## src/rtl/fpu_pkg.sv

```systemverilog
`default_nettype none
// ============================================================================
//  Module      : fpu_pkg
//  Description : Shared widths, constants and the raw-sum record type used by
//                the post-add normaliser of the FFT floating-point datapath.
//  Revision    : 1.0 - initial release
// ============================================================================
package fpu_pkg;

  // Raw mantissa: bit 27 carry, bit 26 hidden, bits 2:0 guard/round/sticky
  localparam int SIZE_MANT  = 28;
  // Biased exponent width
  localparam int SIZE_EXP   = 8;
  // Shift-amount width, covers 0..SIZE_MANT-1
  localparam int SIZE_SHIFT = 5;

  // All-ones exponent marks overflow
  localparam logic [SIZE_EXP-1:0] EXP_MAX = '1;

  // One raw adder result travelling through the first stage
  typedef struct packed {
    logic                 sign;
    logic [SIZE_EXP-1:0]  exp;
    logic [SIZE_MANT-1:0] mant;
  } fp_raw_t;

endpackage
`default_nettype wire

```

## src/rtl/fpu_norm_pipe_if.sv

```systemverilog
`default_nettype none
// ============================================================================
//  Module      : fpu_norm_pipe_if
//  Description : Handshake and data bundle of the normaliser. Signal names are
//                given from the normaliser's point of view (i_* flows into the
//                block, o_* flows out of it).
//                  upstream   : i_valid, o_ready, i_sign, i_exp, i_mant
//                  downstream : o_valid, i_ready, o_sign, o_exp, o_mant,
//                               o_overflow, o_underflow
//                slave  - modport taken by the normaliser
//                master - modport taken by the surrounding datapath
//  Revision    : 1.0 - initial release
// ============================================================================
interface fpu_norm_pipe_if;
  import fpu_pkg::*;

  logic                 i_valid;
  logic                 o_ready;
  logic                 i_sign;
  logic [SIZE_EXP-1:0]  i_exp;
  logic [SIZE_MANT-1:0] i_mant;

  logic                 o_valid;
  logic                 i_ready;
  logic                 o_sign;
  logic [SIZE_EXP-1:0]  o_exp;
  logic [SIZE_MANT-2:0] o_mant;
  logic                 o_overflow;
  logic                 o_underflow;

  modport slave (
    input  i_valid, i_sign, i_exp, i_mant, i_ready,
    output o_ready, o_valid, o_sign, o_exp, o_mant, o_overflow, o_underflow
  );

  modport master (
    output i_valid, i_sign, i_exp, i_mant, i_ready,
    input  o_ready, o_valid, o_sign, o_exp, o_mant, o_overflow, o_underflow
  );

endinterface
`default_nettype wire

```

## src/rtl/lzc.sv

```systemverilog
`default_nettype none
// ============================================================================
//  Module      : lzc
//  Description : Parameterised leading-zero counter. Returns the number of
//                zero bits above the most significant set bit; an all-zero
//                input returns SIZE_DATA.
//  Ports       : i_data  [SIZE_DATA-1:0]  value to scan
//                o_count [SIZE_COUNT-1:0] leading-zero count
//  Revision    : 1.0 - initial release
// ============================================================================
module lzc #(
  parameter int SIZE_DATA  = 27,
  parameter int SIZE_COUNT = 5
) (
  input  logic [SIZE_DATA-1:0]  i_data,
  output logic [SIZE_COUNT-1:0] o_count
);

  // Scan from the LSB upward so the highest set bit is the last to write.
  always_comb begin
    o_count = SIZE_COUNT'(SIZE_DATA);
    for (int i = 0; i < SIZE_DATA; i++) begin
      if (i_data[i]) begin
        o_count = SIZE_COUNT'(SIZE_DATA - 1 - i);
      end
    end
  end

endmodule
`default_nettype wire

```

## src/rtl/shf_left.sv

```systemverilog
`default_nettype none
// ============================================================================
//  Module      : shf_left
//  Description : Logarithmic left barrel shifter, zero fill.
//  Ports       : i_data  [SIZE_DATA-1:0]  value to shift
//                i_shift [SIZE_SHIFT-1:0] shift amount
//                o_data  [SIZE_DATA-1:0]  shifted value
//  Revision    : 1.0 - initial release
// ============================================================================
module shf_left #(
  parameter int SIZE_DATA  = 27,
  parameter int SIZE_SHIFT = 5
) (
  input  logic [SIZE_DATA-1:0]  i_data,
  input  logic [SIZE_SHIFT-1:0] i_shift,
  output logic [SIZE_DATA-1:0]  o_data
);

  logic [SIZE_DATA-1:0] w_stage [0:SIZE_SHIFT];

  assign w_stage[0] = i_data;

  // Stage s shifts by 2**s when bit s of the amount is set.
  for (genvar s = 0; s < SIZE_SHIFT; s++) begin : g_stage
    assign w_stage[s+1] = i_shift[s] ? (w_stage[s] << (1 << s)) : w_stage[s];
  end

  assign o_data = w_stage[SIZE_SHIFT];

endmodule
`default_nettype wire

```

## src/rtl/fpu_norm_pipe.sv

```systemverilog
`default_nettype none
// ============================================================================
//  Module      : fpu_norm_pipe
//  Description : Two-stage post-add normaliser between the mantissa adder and
//                the rounder. S1 registers the raw sum with its carry bit and
//                leading-zero count; S2 applies carry right-shift, zero,
//                flush-to-zero underflow or left normalisation, and registers
//                the result. Valid/ready handshake, 2-cycle latency, one
//                result per cycle.
//  Ports       : i_clk  clock
//                i_rst  synchronous active-high reset
//                bus    handshake/data bundle (slave side)
//  Revision    : 1.0 - initial release
// ============================================================================
module fpu_norm_pipe
  import fpu_pkg::*;
(
  input  logic           i_clk,
  input  logic           i_rst,
  fpu_norm_pipe_if.slave bus
);

  localparam int c_mant_out = SIZE_MANT - 1;
  localparam int c_exp_ext  = SIZE_EXP + 1;

  // --------------------------------------------------------------------------
  // Handshake: a stage advances when it is empty or the stage after it moves.
  // --------------------------------------------------------------------------
  logic r_s1_valid;
  logic r_valid;
  logic w_s2_en;
  logic w_s1_en;

  assign w_s2_en     = !r_valid || bus.i_ready;
  assign w_s1_en     = !r_s1_valid || w_s2_en;
  assign bus.o_ready = w_s1_en;

  // --------------------------------------------------------------------------
  // Stage 1: capture raw sum, carry and leading-zero count of mant[26:0]
  // --------------------------------------------------------------------------
  fp_raw_t               r_s1;
  logic                  r_s1_carry;
  logic [SIZE_SHIFT-1:0] r_s1_lzc;
  logic [SIZE_SHIFT-1:0] w_lzc;

  lzc #(
    .SIZE_DATA  (c_mant_out),
    .SIZE_COUNT (SIZE_SHIFT)
  ) u_lzc (
    .i_data  (bus.i_mant[c_mant_out-1:0]),
    .o_count (w_lzc)
  );

  always_ff @(posedge i_clk) begin
    if (i_rst) begin
      r_s1_valid <= 1'b0;
      r_s1       <= '0;
      r_s1_carry <= 1'b0;
      r_s1_lzc   <= '0;
    end else if (w_s1_en) begin
      r_s1_valid <= bus.i_valid;
      r_s1       <= '{sign: bus.i_sign, exp: bus.i_exp, mant: bus.i_mant};
      r_s1_carry <= bus.i_mant[SIZE_MANT-1];
      r_s1_lzc   <= w_lzc;
    end
  end

  // --------------------------------------------------------------------------
  // Stage 2 datapath. Exponent maths is one bit wider so nothing wraps.
  // --------------------------------------------------------------------------
  logic [c_exp_ext-1:0]  w_exp_ext;
  logic [c_exp_ext-1:0]  w_exp_inc;
  logic [c_exp_ext-1:0]  w_exp_sub;
  logic [c_exp_ext-1:0]  w_lzc_ext;
  logic [c_mant_out-1:0] w_mant_rsh;
  logic [c_mant_out-1:0] w_mant_lsh;
  logic                  w_is_zero;
  logic                  w_ovf_hit;
  logic                  w_unf_hit;

  assign w_exp_ext = {1'b0, r_s1.exp};
  assign w_lzc_ext = {{(c_exp_ext-SIZE_SHIFT){1'b0}}, r_s1_lzc};
  assign w_exp_inc = w_exp_ext + c_exp_ext'(1);
  assign w_exp_sub = w_exp_ext - w_lzc_ext;

  // Right shift by one on carry-out; the two dropped bits fold into sticky.
  assign w_mant_rsh = {r_s1.mant[SIZE_MANT-1:2], r_s1.mant[1] | r_s1.mant[0]};

  // An input exponent already at all-ones would step past it; treat that as
  // overflow too rather than letting it alias back to a small exponent.
  assign w_ovf_hit  = (w_exp_inc >= {1'b0, EXP_MAX});
  assign w_is_zero  = (r_s1.mant == '0);
  // lzc >= exp  <=>  exp - lzc is negative (top bit set) or exactly zero.
  assign w_unf_hit  = w_exp_sub[c_exp_ext-1] || (w_exp_sub == '0);

  shf_left #(
    .SIZE_DATA  (c_mant_out),
    .SIZE_SHIFT (SIZE_SHIFT)
  ) u_shf_left (
    .i_data  (r_s1.mant[c_mant_out-1:0]),
    .i_shift (r_s1_lzc),
    .o_data  (w_mant_lsh)
  );

  logic [SIZE_EXP-1:0]   w_nxt_exp;
  logic [c_mant_out-1:0] w_nxt_mant;
  logic                  w_nxt_ovf;
  logic                  w_nxt_unf;

  always_comb begin
    w_nxt_exp  = '0;
    w_nxt_mant = '0;
    w_nxt_ovf  = 1'b0;
    w_nxt_unf  = 1'b0;
    if (r_s1_carry) begin
      if (w_ovf_hit) begin
        w_nxt_exp = EXP_MAX;
        w_nxt_ovf = 1'b1;
      end else begin
        w_nxt_exp  = w_exp_inc[SIZE_EXP-1:0];
        w_nxt_mant = w_mant_rsh;
      end
    end else if (w_is_zero) begin
      w_nxt_exp  = '0;
      w_nxt_mant = '0;
    end else if (w_unf_hit) begin
      w_nxt_unf = 1'b1;
    end else begin
      w_nxt_exp  = w_exp_sub[SIZE_EXP-1:0];
      w_nxt_mant = w_mant_lsh;
    end
  end

  // --------------------------------------------------------------------------
  // Stage 2 output register. Data only reloads when a real item arrives, so
  // a bubble leaves the last result parked on the outputs.
  // --------------------------------------------------------------------------
  logic                  r_sign;
  logic [SIZE_EXP-1:0]   r_exp;
  logic [c_mant_out-1:0] r_mant;
  logic                  r_ovf;
  logic                  r_unf;

  always_ff @(posedge i_clk) begin
    if (i_rst) begin
      r_valid <= 1'b0;
      r_sign  <= 1'b0;
      r_exp   <= '0;
      r_mant  <= '0;
      r_ovf   <= 1'b0;
      r_unf   <= 1'b0;
    end else if (w_s2_en) begin
      r_valid <= r_s1_valid;
      if (r_s1_valid) begin
        r_sign <= r_s1.sign;
        r_exp  <= w_nxt_exp;
        r_mant <= w_nxt_mant;
        r_ovf  <= w_nxt_ovf;
        r_unf  <= w_nxt_unf;
      end
    end
  end

  assign bus.o_valid     = r_valid;
  assign bus.o_sign      = r_sign;
  assign bus.o_exp       = r_exp;
  assign bus.o_mant      = r_mant;
  assign bus.o_overflow  = r_ovf;
  assign bus.o_underflow = r_unf;

endmodule
`default_nettype wire

```

## src/flat_wrapper.sv

```systemverilog
// flat-port wrapper written by rule: the top's interface ports become plain ports
module fpu_norm_pipe_flat import fpu_pkg::*;
  (i_clk, i_rst, bus_i_valid, bus_i_sign, bus_i_exp, bus_i_mant, bus_i_ready, bus_o_ready, bus_o_valid, bus_o_sign, bus_o_exp, bus_o_mant, bus_o_overflow, bus_o_underflow);
  fpu_norm_pipe_if bus_i ();
  input  logic i_clk;
  input  logic i_rst;
  input wire logic [$bits(bus_i.i_valid)-1:0] bus_i_valid;
  input wire logic [$bits(bus_i.i_sign)-1:0] bus_i_sign;
  input wire logic [$bits(bus_i.i_exp)-1:0] bus_i_exp;
  input wire logic [$bits(bus_i.i_mant)-1:0] bus_i_mant;
  input wire logic [$bits(bus_i.i_ready)-1:0] bus_i_ready;
  output wire logic [$bits(bus_i.o_ready)-1:0] bus_o_ready;
  output wire logic [$bits(bus_i.o_valid)-1:0] bus_o_valid;
  output wire logic [$bits(bus_i.o_sign)-1:0] bus_o_sign;
  output wire logic [$bits(bus_i.o_exp)-1:0] bus_o_exp;
  output wire logic [$bits(bus_i.o_mant)-1:0] bus_o_mant;
  output wire logic [$bits(bus_i.o_overflow)-1:0] bus_o_overflow;
  output wire logic [$bits(bus_i.o_underflow)-1:0] bus_o_underflow;
  assign bus_i.i_valid = bus_i_valid;
  assign bus_i.i_sign = bus_i_sign;
  assign bus_i.i_exp = bus_i_exp;
  assign bus_i.i_mant = bus_i_mant;
  assign bus_i.i_ready = bus_i_ready;
  assign bus_o_ready = bus_i.o_ready;
  assign bus_o_valid = bus_i.o_valid;
  assign bus_o_sign = bus_i.o_sign;
  assign bus_o_exp = bus_i.o_exp;
  assign bus_o_mant = bus_i.o_mant;
  assign bus_o_overflow = bus_i.o_overflow;
  assign bus_o_underflow = bus_i.o_underflow;
  fpu_norm_pipe u_core (.i_clk(i_clk), .i_rst(i_rst), .bus(bus_i));
endmodule
```

## config.mk

```make
export PLATFORM = sky130hd
export DESIGN_NAME = fpu_norm_pipe_flat
export DESIGN_NICKNAME = d
export VERILOG_FILES = /design/src/rtl/fpu_pkg.sv /design/src/rtl/fpu_norm_pipe_if.sv /design/src/rtl/lzc.sv /design/src/rtl/shf_left.sv /design/src/rtl/fpu_norm_pipe.sv /design/src/flat_wrapper.sv
export SDC_FILE = /design/constraint.sdc
export NUM_CORES = 1
export LEC_CHECK = 0
export CAP_MARGIN = 25
export CORE_MARGIN = 1.5
export CORE_UTILIZATION = 50
export CTS_CLUSTER_DIAMETER = 80
export CTS_CLUSTER_SIZE = 40
export DETAILED_ROUTE_END_ITERATION = 16
export GPL_TIMING_DRIVEN = 0
export HOLD_SLACK_MARGIN = 0.15
export PLACE_DENSITY_LB_ADDON = 0.3
export REMOVE_ABC_BUFFERS = 1
export SLEW_MARGIN = 0
export SYNTH_ARGS = -nofsm -noshare
export SYNTH_HDL_FRONTEND = slang
export SYNTH_SLANG_ARGS = --single-unit
```

## constraint.sdc

```tcl
create_clock -name i_clk -period 3.5 [get_ports i_clk]
set_clock_uncertainty 0.1 [all_clocks]
set_input_delay 1.05 -clock i_clk [delete_from_list [all_inputs] [get_ports i_clk]]
set_output_delay 1.05 -clock i_clk [all_outputs]
set_load 0.01 [all_outputs]
```

### Word-level counts from Yosys, hierarchy flattened

Cells that the tools add are included.

* bits of input ports: 41
* output and inout port bits: 40
* word-level logic and storage cells: 69
* register bits: 83

* add/subtract/negate cells: 2
* mux-type cells: 45
* $lt $le $gt $ge: 1
* reductions and logical operators: 8
* bitwise gates (word level): 1

Operators with widths (count)
* $mux 27: 9
* $mux 5: 26
* $mux 8: 4
* $logic_not 28->1: 1
* $add 8x1->9 const B: 1
* $ge 9x8->1 const B: 1
* $logic_not 9->1: 1
* $sub 8x5->9: 1
* $mux 1: 6
* $logic_or 1x1->1: 3
* $logic_not 1->1: 2
* $reduce_and 2->1: 1
* $or 1x1->1: 1

### Logic depth before layout (Yosys ltp)

* depth in word-level cells: 27
* depth in mapped cells: 13
* depth with buffers taken out: 11

### Modules after synthesis

Synthesis repeated with hierarchy kept, for this count alone.

* cells, all modules: 666
* area, all modules: 5439.0 um^2

By module, submodules not included
* fpu_norm_pipe: area an instance 3872.5 um^2, instances 1, cells an instance 478
* shf_left: area an instance 1288.7 um^2, instances 1, cells an instance 137
* lzc: area an instance 277.8 um^2, instances 1, cells an instance 51

### Worst setup path after synthesis

OpenSTA, ideal clock, no wires.

* kind: register to register
* start: reg u_core.r_s1_lzc[2]
* end: reg u_core.r_mant[0], in the netlist u_core.bus.o_mant[0]
* path slack: -12 ps
* clock period less this slack: 3512 ps
* required time: 3326 ps
* arrival time: 3338 ps
* path buffers: 4
* cell stages (with the launch flop): 14
* cells stage by stage: dfxtp_1 > buf_2 > buf_2 > inv_1 > clkbuf_1 > ha_1 > a211oi_2 > nor2_2 > mux2_4 > a311o_1 > a31o_1 > buf_6 > or4_1 > a31oi_1

* longest elaborated chain between the ends: 6
* elaborated cells between the ends (all ways): 9
* classes of those cells: add/sub: 1; mux: 6; reduce/logical: 2

Ends and longest elaborated chain
* start, declared: RTL line fpu_norm_pipe.sv:43 `logic [SIZE_SHIFT-1:0] r_s1_lzc;`
* start signal, assigned: RTL line fpu_norm_pipe.sv:64 `r_s1_lzc <= w_lzc;`
* $sub 8x5->9 or $mux 27 (tied branches): RTL line fpu_norm_pipe.sv:84, shf_left.sv:25
* $logic_not 9->1 or $mux 27 (tied branches): RTL line fpu_norm_pipe.sv:94, shf_left.sv:25
* $logic_or 1x1->1 or $mux 27 (tied branches): RTL line fpu_norm_pipe.sv:94, shf_left.sv:25
* $mux 27 *: RTL line fpu_norm_pipe.sv:126 `end else if (w_unf_hit) begin`
* $mux 27 *: RTL line fpu_norm_pipe.sv:123 `end else if (w_is_zero) begin`
* $mux 27 *: RTL line fpu_norm_pipe.sv:115 `if (r_s1_carry) begin`
* end signal, assigned: RTL line fpu_norm_pipe.sv:157 `r_mant <= w_nxt_mant;`
* end, declared: RTL line fpu_norm_pipe.sv:140 `logic [c_mant_out-1:0] r_mant;`

Every way passes the cells marked *; elsewhere a longest branch is shown, timed or not.
A chain may end at the register's enable or synchronous reset.

### Final worst setup path

* start: reg u_core.r_s1[28] (netlist name)
* end: reg u_core.r_mant[0], in the netlist u_core.bus.o_mant[0]

* longest elaborated chain between the ends: 6
* elaborated cells between the ends (all ways): 9
* classes of those cells: add/sub: 2; order compare: 1; mux: 4; reduce/logical: 2

Ends and longest elaborated chain
* start, declared: RTL line fpu_norm_pipe.sv:41 `fp_raw_t r_s1;`
* start signal, assigned: RTL line fpu_norm_pipe.sv:62 `r_s1 <= '{sign: bus.i_sign, exp: bus.i_exp, mant: bus.i_mant};`
* branches (longest 5 deep; another with $add 8x1->9)
* $mux 27 *: RTL line fpu_norm_pipe.sv:115

Every way passes the cells marked *.

==> impl_metrics.ini <==
[grt]
track_usage_pct = 30.36
grt_overflow = 0
grt_pass1_vias = 5358
antenna_found_initial = 0
grt_max_degree = 92
grt_first_pass_wirelength_um = 27630

[critical_path]
cpMaxStageDelayCell = or4_1
crit_fanout = 10
critical_path_class = register to register
cp.arrival_ns = 3.57
critical_path.cell_chain = inv_1, ha_1, inv_1, fa_2, a211oi_4, nor2_2, mux2_4, a311o_1, a31o_4, or4_1, a31oi_1
worstReg2RegStart = u_core.r_s1[28]
worstSetupEndpointType = register
reg2reg_slack_ns = 0.12
cpPeakStageDelay_ns = 0.56
crit_top_cell = inv_1
reg2reg_depth = 11
r2r-end = u_core.bus.o_mant[0]
start_kind = register
cp.required_ns = 3.69

[cts]
cts.reportedPaths.clkPinSlew_ns = 0.10
clk_latency_ns = 0.37
clock_sinks = 82
cts_root_buf = clkbuf_8
clockBufferDepth = 2
cts_buffers = 9
cts_tree = yes
htreeDepth = 3

[route]
first_pass_iters = 6
avgViaCountPerCell = 6.329
antenna_left = 0
drt-total-wl_um = 17460
vias = 5943
drt_iter0_markers = 561
wl_per_cell_um = 18.60
drc = 0

[sta]
fin_crit_sh_pct = 96.62
fmax_mhz = 295.7
slew_viol_final = 0
report.final.setup_viol = 0
worst_pin_slew_ns = 0.8975
finalHoldViolCount = 0
relSlewSlack_pct = 40.17
min_period_ns = 3.382

[placed_design]
gp_congestion = 0.9524
port_buffers = 80
placedCellCount = 903
hpwl_um = 12080

[layout]
area_delta_synth_final_pct = 24.24
layout_commonest_cell = nand2_1
fillers = 932
fin_nets = 847
final_util_pct = 64.67
num_antenna_cells = 0
mostFrequentLayoutCells = nand2_1, clkdlybuf4s50_1, dfxtp_1
layout.cells.non_filler = 939
drive_gt1_share_pct = 11.08

[yosys]
async_flop_share_pct = 0
synthCells = 740
synth_edf_count = 0
ys_warn_count = 0
syn_area_um2 = 5446
synth_flop_cell = dfxtp_1
ys_seq_area_share_pct = 30.14
synth_simple_gate_area_share_pct = 24.24
avgSynthCellArea_um2 = 7.360
synth_top_family_by_area = simple AND/OR/NAND/NOR gates
synthAdderAreaFrac_pct = 1.976
synth_compound_area_share_pct = 24.14
synthMuxAreaShare_pct = 12.38
synth_xor_area_share_pct = 1.608
ys_ff_latch = 82
netlist.area_leader.share_pct = 30.14
synth_cell_types = 66
synth_largest_area_cell = dfxtp_1
yosys-top-cells-area = dfxtp_1, nand2_1, mux2i_1, a21oi_1, nor2_1

[floorplan]
die_x_um = 107.4
dieArea_um2 = 11530
core_um2 = 10460
io_pins = 81
dieHeight_um = 107.4
rows = 37
start_util_pct = 52.06

[pwr]
p_leak_nw = 2.467
ir_drop_uv = 349.2
p_per_area_nw_per_um2 = 349.3

[worst_hold_path]
whs_path_depth = 2
whs_endpoint = u_core.bus.o_sign
hp-start = u_core.r_s1[36]
hp-class = register to register

[flow_run]
cap_violations = 0

[run_status]
status = completed
==> cells in the mapped netlist (6+ instances only) <==
cell type / number
dfxtp_1: 82
nor4_1: 16
nor2_1: 65
buf_2: 6
nand3_1: 27
o21ai_0: 34
o32ai_1: 8
mux2_2: 21
clkbuf_1: 46
o22ai_1: 8
a31oi_1: 22
ha_1: 7
and3_1: 11
or4_1: 7
mux2i_1: 40
a21oi_1: 71
nand2_1: 131
nor3_1: 13
inv_1: 16
==> critical path: cells and delay by family, from the launching register on <==
kind	cells	cell delay [ns]
mux	1	0.30
flops	1	0.38
compound gates	4	1.14
fa+ha+maj	2	0.59
buf+inv	2	0.16
simple gates	2	0.65
==> kinds of logic after synthesis <==
kind of cell / count (synthesis)
DFF: 82
AOI/OAI and AO/OA: 206
xor gates and xnor gates: 10
buffers and inverters: 76
adders and majority gates: 8
muxes: 63
and+or+nand+nor: 295
==> state kept, by name (all words and copies together), names as in the netlist, 5 cells and up <==
signal and flops:
u_core.bus.o_exp 8, u_core.bus.o_mant 27, u_core.r_s1_lzc 5, u_core.r_s1 36
==> routing by layer <==
layer | up-vias | track usage [%] | wire, µm
met1 | 2790 | 41.73 | 7790
met5 | - | 0 | 0
met4 | 0 | 8.083 | 320
li1 | 2823 | - | -
met2 | 292 | 48.54 | 7945
met3 | 38 | 5.993 | 1405
==> stage by stage <==
stage	setup TNS, ns	cell area, µm²	hold slack [ns]	setup WS [ns]	total power, mW
2_1_floorplan	-23.45	5214	0.3260	-1.131	1.364
4_1_cts	0	6700	0.3639	0.007987	2.353
3_3_place_gp	-111.53	6185	0.3390	-2.181	1.588
5_1_grt	-0.003491	6766	0.3944	-0.003491	2.461
6_report	0	6766	0.3614	0.1185	2.364
3_5_place_dp	-32.39	6326	0.3505	-1.300	1.607
==> repair_timing <==
item | in CTS | in global routing
gates resized for setup | 18 | 5
setup buffers | 11 | 7
gates cloned | 2 | 0
hold buffers | 0 | 0
pin swaps | 3 | 1
endpoints found under the setup margin | 37 | 10
==> power by group <==
group | switching [mW] | total [mW] | internal (mW)
logic | 0.303 | 0.568 | 0.265
clock network | 0.394 | 0.737 | 0.343
registers | 0.0750 | 1.06 | 0.983
total | 0.772 | 2.36 | 1.59
==> layout make-up <==
type                       count  area, µm²  share of cell area (%)
clock inverter                 7      81.33                   1.202
clock buffer                   9      123.9                   1.831
multi-input combinational    584       3567                   52.72
timing repair buffer         103       1081                   15.98
tap                          136      170.2                   2.515
sequential                    82       1659                   24.52
inverter                      18      83.83                   1.239
==> worst max-delay path by stage <==
stage / cells after the start / end / slack, ns / startpoint
after floorplan: 9 / u_core.bus.o_mant[0] / -1.13 / u_core.r_s1_lzc[1]
after global placement: 9 / u_core.bus.o_mant[0] / -2.18 / u_core.r_s1_lzc[1]
after detailed placement: 9 / u_core.bus.o_mant[0] / -1.30 / u_core.r_s1_lzc[1]
after CTS: 5 / bus_o_ready / 0.008 / bus_i_ready
after global routing: 11 / u_core.bus.o_mant[0] / -0.003 / u_core.r_s1[28]
final: 11 / u_core.bus.o_mant[0] / 0.12 / u_core.r_s1[28]
Note: power is estimated with default switching activity, not from simulation.
